--- config.mk ---
export PLATFORM = sky130hd
export DESIGN_NAME = password_programmer
export DESIGN_NICKNAME = d
export VERILOG_FILES = /design/src/rtl/password_programmer.sv
export SDC_FILE = /design/constraint.sdc
export NUM_CORES = 1
export LEC_CHECK = 0
export CAP_MARGIN = 10
export CORE_ASPECT_RATIO = 1.5
export CORE_UTILIZATION = 46
export DETAILED_ROUTE_END_ITERATION = 16
export PLACE_DENSITY_LB_ADDON = 0.08
export SETUP_SLACK_MARGIN = 0.05
export SKIP_LAST_GASP = 1
export SLEW_MARGIN = 40
export SYNTH_ARGS = -nofsm -noshare
export SYNTH_HDL_FRONTEND = slang
export SYNTH_SLANG_ARGS = --single-unit
--- constraint.sdc ---
create_clock -name clk -period 2.3 [get_ports clk]
set_clock_uncertainty 0.05 [all_clocks]
set_input_delay 0.345 -clock clk [delete_from_list [all_inputs] [get_ports clk]]
set_output_delay 0.345 -clock clk [all_outputs]
set_load 0.01 [all_outputs]
--- src/rtl/password_programmer.sv ---
// password_programmer: four-digit password entry and commit FSM with a
// seven-segment status display.
// Optional feature: define PASSWORD_CONFIRM_EN to require the code to be
// entered twice (a CONFIRM pass) before it is committed.
module password_programmer #(
  parameter logic [15:0] DEFAULT_PWD = 16'h4321
) (
  input  logic        clk,
  input  logic        rst,
  input  logic        next,
  input  logic [3:0]  digit_in,
  output logic [15:0] pwd_out,
  output logic        pwd_update,
  output logic        busy,
  output logic [0:6]  fsm_out_0,
  output logic [0:6]  fsm_out_1,
  output logic [0:6]  fsm_out_2,
  output logic [0:6]  fsm_out_3
);

  // Active-low segment patterns, bit 0 = seg a ... bit 6 = seg g.
  localparam logic [0:6] SEG_BLANK = 7'b1111111;
  localparam logic [0:6] SEG_DASH  = 7'b1111110;
  localparam logic [0:6] SEG_C     = 7'b0110001;
  localparam logic [0:6] SEG_D     = 7'b1000010;
  localparam logic [0:6] SEG_O     = 7'b1100010;
  localparam logic [0:6] SEG_N     = 7'b1101010;
  localparam logic [0:6] SEG_E     = 7'b0110000;
  localparam logic [0:6] SEG_R     = 7'b1111010;

`ifdef PASSWORD_CONFIRM_EN
  typedef enum logic [2:0] {IDLE, ENTRY, CONFIRM, DONE, ERR} state_t;
`else
  typedef enum logic [2:0] {IDLE, ENTRY, DONE, ERR} state_t;
`endif

  state_t      state_reg, state_next;
  logic [1:0]  idx_reg, idx_next;
  logic [3:0]  stage_reg [4];
  logic [3:0]  stage_next [4];
  logic        btn_reg;
  logic [15:0] pwd_reg;
  logic        pwd_update_reg;
  logic        commit;
  logic        next_pulse;
  logic        digit_ok;
  logic [0:6]  entry_seg [4];
  logic [0:6]  disp [4];

  assign next_pulse = next & ~btn_reg;
  assign digit_ok   = (digit_in <= 4'd9);

  // State, index, staging, committed password and update pulse registers.
  always_ff @(posedge clk or posedge rst) begin
    if (rst) begin
      state_reg      <= IDLE;
      idx_reg        <= 2'd0;
      btn_reg        <= 1'b0;
      pwd_reg        <= DEFAULT_PWD;
      pwd_update_reg <= 1'b0;
      for (int i = 0; i < 4; i++) stage_reg[i] <= 4'd0;
    end else begin
      state_reg      <= state_next;
      idx_reg        <= idx_next;
      btn_reg        <= next;
      pwd_update_reg <= commit;
      for (int i = 0; i < 4; i++) stage_reg[i] <= stage_next[i];
      // The fourth digit is taken straight from digit_in: on the committing
      // event it either is being captured now or equals the staged copy.
      if (commit) pwd_reg <= {digit_in, stage_reg[2], stage_reg[1], stage_reg[0]};
    end
  end

  // Next-state logic: capture, confirm, commit and error handling.
  always_comb begin
    state_next = state_reg;
    idx_next   = idx_reg;
    commit     = 1'b0;
    for (int i = 0; i < 4; i++) stage_next[i] = stage_reg[i];

    if (next_pulse) begin
      case (state_reg)
        IDLE: begin
          if (!digit_ok) begin
            state_next = ERR;
            idx_next   = 2'd0;
            for (int i = 0; i < 4; i++) stage_next[i] = 4'd0;
          end else begin
            stage_next[0] = digit_in;
            state_next    = ENTRY;
            idx_next      = 2'd1;
          end
        end
        ENTRY: begin
          if (!digit_ok) begin
            state_next = ERR;
            idx_next   = 2'd0;
            for (int i = 0; i < 4; i++) stage_next[i] = 4'd0;
          end else begin
            stage_next[idx_reg] = digit_in;
            if (idx_reg == 2'd3) begin
`ifdef PASSWORD_CONFIRM_EN
              state_next = CONFIRM;
              idx_next   = 2'd0;
`else
              state_next = DONE;
              idx_next   = 2'd0;
              commit     = 1'b1;
`endif
            end else begin
              idx_next = idx_reg + 2'd1;
            end
          end
        end
`ifdef PASSWORD_CONFIRM_EN
        CONFIRM: begin
          if (!digit_ok || digit_in != stage_reg[idx_reg]) begin
            state_next = ERR;
            idx_next   = 2'd0;
            for (int i = 0; i < 4; i++) stage_next[i] = 4'd0;
          end else if (idx_reg == 2'd3) begin
            state_next = DONE;
            idx_next   = 2'd0;
            commit     = 1'b1;
          end else begin
            idx_next = idx_reg + 2'd1;
          end
        end
`endif
        DONE, ERR: begin
          state_next = IDLE;
          idx_next   = 2'd0;
          for (int i = 0; i < 4; i++) stage_next[i] = 4'd0;
        end
        default: begin
          state_next = IDLE;
          idx_next   = 2'd0;
        end
      endcase
    end
  end

  // Digit position gi shows a dash once digit gi has been entered/confirmed.
  genvar gi;
  generate
    for (gi = 0; gi < 4; gi++) begin : g_dash
      assign entry_seg[gi] = (2'(gi) < idx_reg) ? SEG_DASH : SEG_BLANK;
    end
  endgenerate

  // Display decode from state and index.
  always_comb begin
    for (int i = 0; i < 4; i++) disp[i] = SEG_BLANK;
    case (state_reg)
      ENTRY: begin
        for (int i = 0; i < 4; i++) disp[i] = entry_seg[i];
      end
`ifdef PASSWORD_CONFIRM_EN
      CONFIRM: begin
        for (int i = 0; i < 3; i++) disp[i] = entry_seg[i];
        disp[3] = SEG_C;
      end
`endif
      DONE: begin
        disp[3] = SEG_D;
        disp[2] = SEG_O;
        disp[1] = SEG_N;
        disp[0] = SEG_E;
      end
      ERR: begin
        disp[3] = SEG_BLANK;
        disp[2] = SEG_E;
        disp[1] = SEG_R;
        disp[0] = SEG_R;
      end
      default: ;
    endcase
  end

`ifdef PASSWORD_CONFIRM_EN
  assign busy = (state_reg == ENTRY) || (state_reg == CONFIRM);
`else
  assign busy = (state_reg == ENTRY);
`endif

  assign pwd_out    = pwd_reg;
  assign pwd_update = pwd_update_reg;
  assign fsm_out_0  = disp[0];
  assign fsm_out_1  = disp[1];
  assign fsm_out_2  = disp[2];
  assign fsm_out_3  = disp[3];

endmodule

==> flow_summary.toml <==
[sta]
slew_violations = 0
period_share_pct = 91.1
tns_ns = 0
max_freq_ghz = 0.477
hold_violations = 0
rsz0062_at_grt = "false"
setup_viol = 0
min_period_ns = 2.10

[final_layout]
syn2layout_area_growth_pct = 29.4
nNetsFinal = 180
stdcell_area_um2 = 2160
largest_register_ffs = 16
fin_cells = 212
n_antenna_cell = 0
fillers = 299
drive_above_1_share_pct = 23.5

[cts]
cts_buffers = 5
clock_latency_ns = 0.29
cts_resized = 0
h-tree-depth = 2
post-cts-setup-buffers = 0
cts_root_buffer = "clkbuf_8"
cts.sinks = 34
clock_path_buffers = 2
cts_tree = "built"
holdBufCountCts = 0
path_clk_slew_ns = 0.08

[power]
ir_worst_vdd_mv = 0.510
p_leak_uw = 0.00101
p_per_area_nw_per_um2 = 784

[route]
via_per_inst = 5.03
dr.pass1.iters = 4
drtAntennaViolNets = 0
wire_per_inst_um = 14.8
drt-initial-drc-count = 23
remaining_drc_errors = 0
vias = 1066
wl_mm = 3.15

[setup_path]
crit_arrival_ns = 1.70
crit_type = "reg -> out"
crit_fanout = 11
end_kind = "output port"
required_ns = 1.90
start_kind = "flop"

[placed_design]
portBuffers = 43
place_inst = 204
placed_cell_area_um2 = 2020
gp_congestion = 0.763
hpwl_mm = 2.27

[floorplanning]
die-area_um2 = 3870
start_util_pct = 48.3
io_pins = 53
num_rows = 26
coreArea_um2 = 3450
die_w_um = 51.1
die_y_um = 75.7

[synth]
synth_edf_count = 0
synth_top_area_share_pct = 43.5
yosysMostFrequentCell = "dfrtp_1"
syn_avg_cell_area_um2 = 12.6
syn_inst = 132
ys_top_cells_by_count = "29 x dfrtp_1, 22 x buf_4, 12 x o2bb2ai_1"
syn-cell-area_um2 = 1670
synth-seq-area-share_pct = 51.4
synth_seq_cells = 34
ys.flop_type = "dfrtp_1"
ys_warn_count = 0
synth_area_leaders = "dfrtp_1 44%, buf_4 9.9%, mux2_4 8.1%"
synthArstFlopShare_pct = 100
synth_cell_types = 28
yosysTopAreaCell = "dfrtp_1"

[grt]
grt-ovfl-total = 0
track_usage_pct = 18.4
grt_pass1_wl_mm = 5.09
grt_max_degree = 35
grt_pass1_vias = 1022
antenna_found_initial = 0

[min_path]
hp-class = "in -> async"

[outcome]
outcome = "completed"

[job]
drv_cap = 0
## report_power, final
group	switching [uW]	total, uW	internal (uW)
combinational	157	338	182
sequential	45.4	693	648
clock	224	658	434
## layout by cell type, fill, tap and decap left out
master,n
bufinv_16,2
buf_4,4
o21a_1,1
ha_1,4
nand3b_1,1
a21o_1,1
nand4_1,1
clkinv_4,1
clkdlybuf4s50_1,43
nor2b_1,2
o2bb2ai_1,12
nand3_1,3
mux2_4,9
conb_1,9
clkbuf_8,5
dfstp_2,5
o211ai_1,1
a41o_1,1
nand2b_1,1
nor2_1,5
nor3b_4,1
inv_1,6
nand4_4,1
dfrtp_1,28
nand2_1,6
dfrtp_2,1
o21ai_0,3
a31o_2,3
a21oi_1,2
mux2_2,7
o21ai_2,1
## worst max-delay path, stage by stage (launching register included)
cell	delay (ns)
dfrtp_2	0.48
inv_1	0.11
nand2_1	0.23
clkdlybuf4s50_1	0.60
## kinds of logic after synthesis
| group | count (synthesis) | synth area share (%) |
|---|---|---|
| AOI/OAI and AO/OA | 25 | 11.9 |
| buffers and inverters | 31 | 12.9 |
| and+or+nand+nor | 21 | 7.73 |
| other | 1 | 0.225 |
| DFF | 34 | 51.4 |
| muxes | 16 | 12.8 |
| adders and majority gates | 4 | 3.00 |
## layer usage
layer  wire length [um]  part of all wire, %  up-vias  track usage (%)
met5                  0                    0        -                0
met4                 56                  1.8        0             8.33
met3                116                  3.7        4             5.19
met2               1620                   51       26             30.3
met1               1360                   43      527             22.5
li1                   -                    -      509                -
## final cells by class
class,count,area (um^2),share of cell area [%]
Clock buffer,5,68.8,3.19
Clock inverter,3,68.8,3.19
Inverter,6,22.5,1.04
Multi-Input combinational cell,75,624,29.0
Sequential cell,34,858,39.8
Tap cell,42,52.6,2.44
Timing Repair Buffer,47,460,21.4
## per-stage QoR
stage / worst slack [ns] / util [%] / power (uW) / hold WS, ns
after floorplan: 0.665 / - / 915 / 0.326
after global placement: 0.241 / 58.5 / 1030 / 0.426
after detailed placement: 0.200 / 58.5 / 1040 / 0.425
after CTS: 0.0709 / 62.5 / 1700 / 0.403
after global routing: 0.105 / 62.5 / 1760 / 0.438
final: 0.204 / 62.5 / 1690 / 0.388
## worst paths after layout
kind                                           from                        to  slack, ns  cells after the start
max in group asynchronous                       rst   pwd_out[14]$_DFFE_PP1P_       1.47                      3
min reg2reg                stage_reg[6]$_DFFE_PP0P_  stage_reg[6]$_DFFE_PP0P_       0.43                      1
min in group clk           stage_reg[6]$_DFFE_PP0P_  stage_reg[6]$_DFFE_PP0P_       0.43                      1
max                        state_reg[0]$_DFFE_PP0P_              fsm_out_3[6]       0.20                      3
max reg2reg                state_reg[1]$_DFFE_PP0P_    pwd_out[4]$_DFFE_PP0P_       0.58                      3
min                                             rst      pwd_update$_DFF_PP0_       0.39                      3
Note: power is estimated with default switching activity, not from simulation.
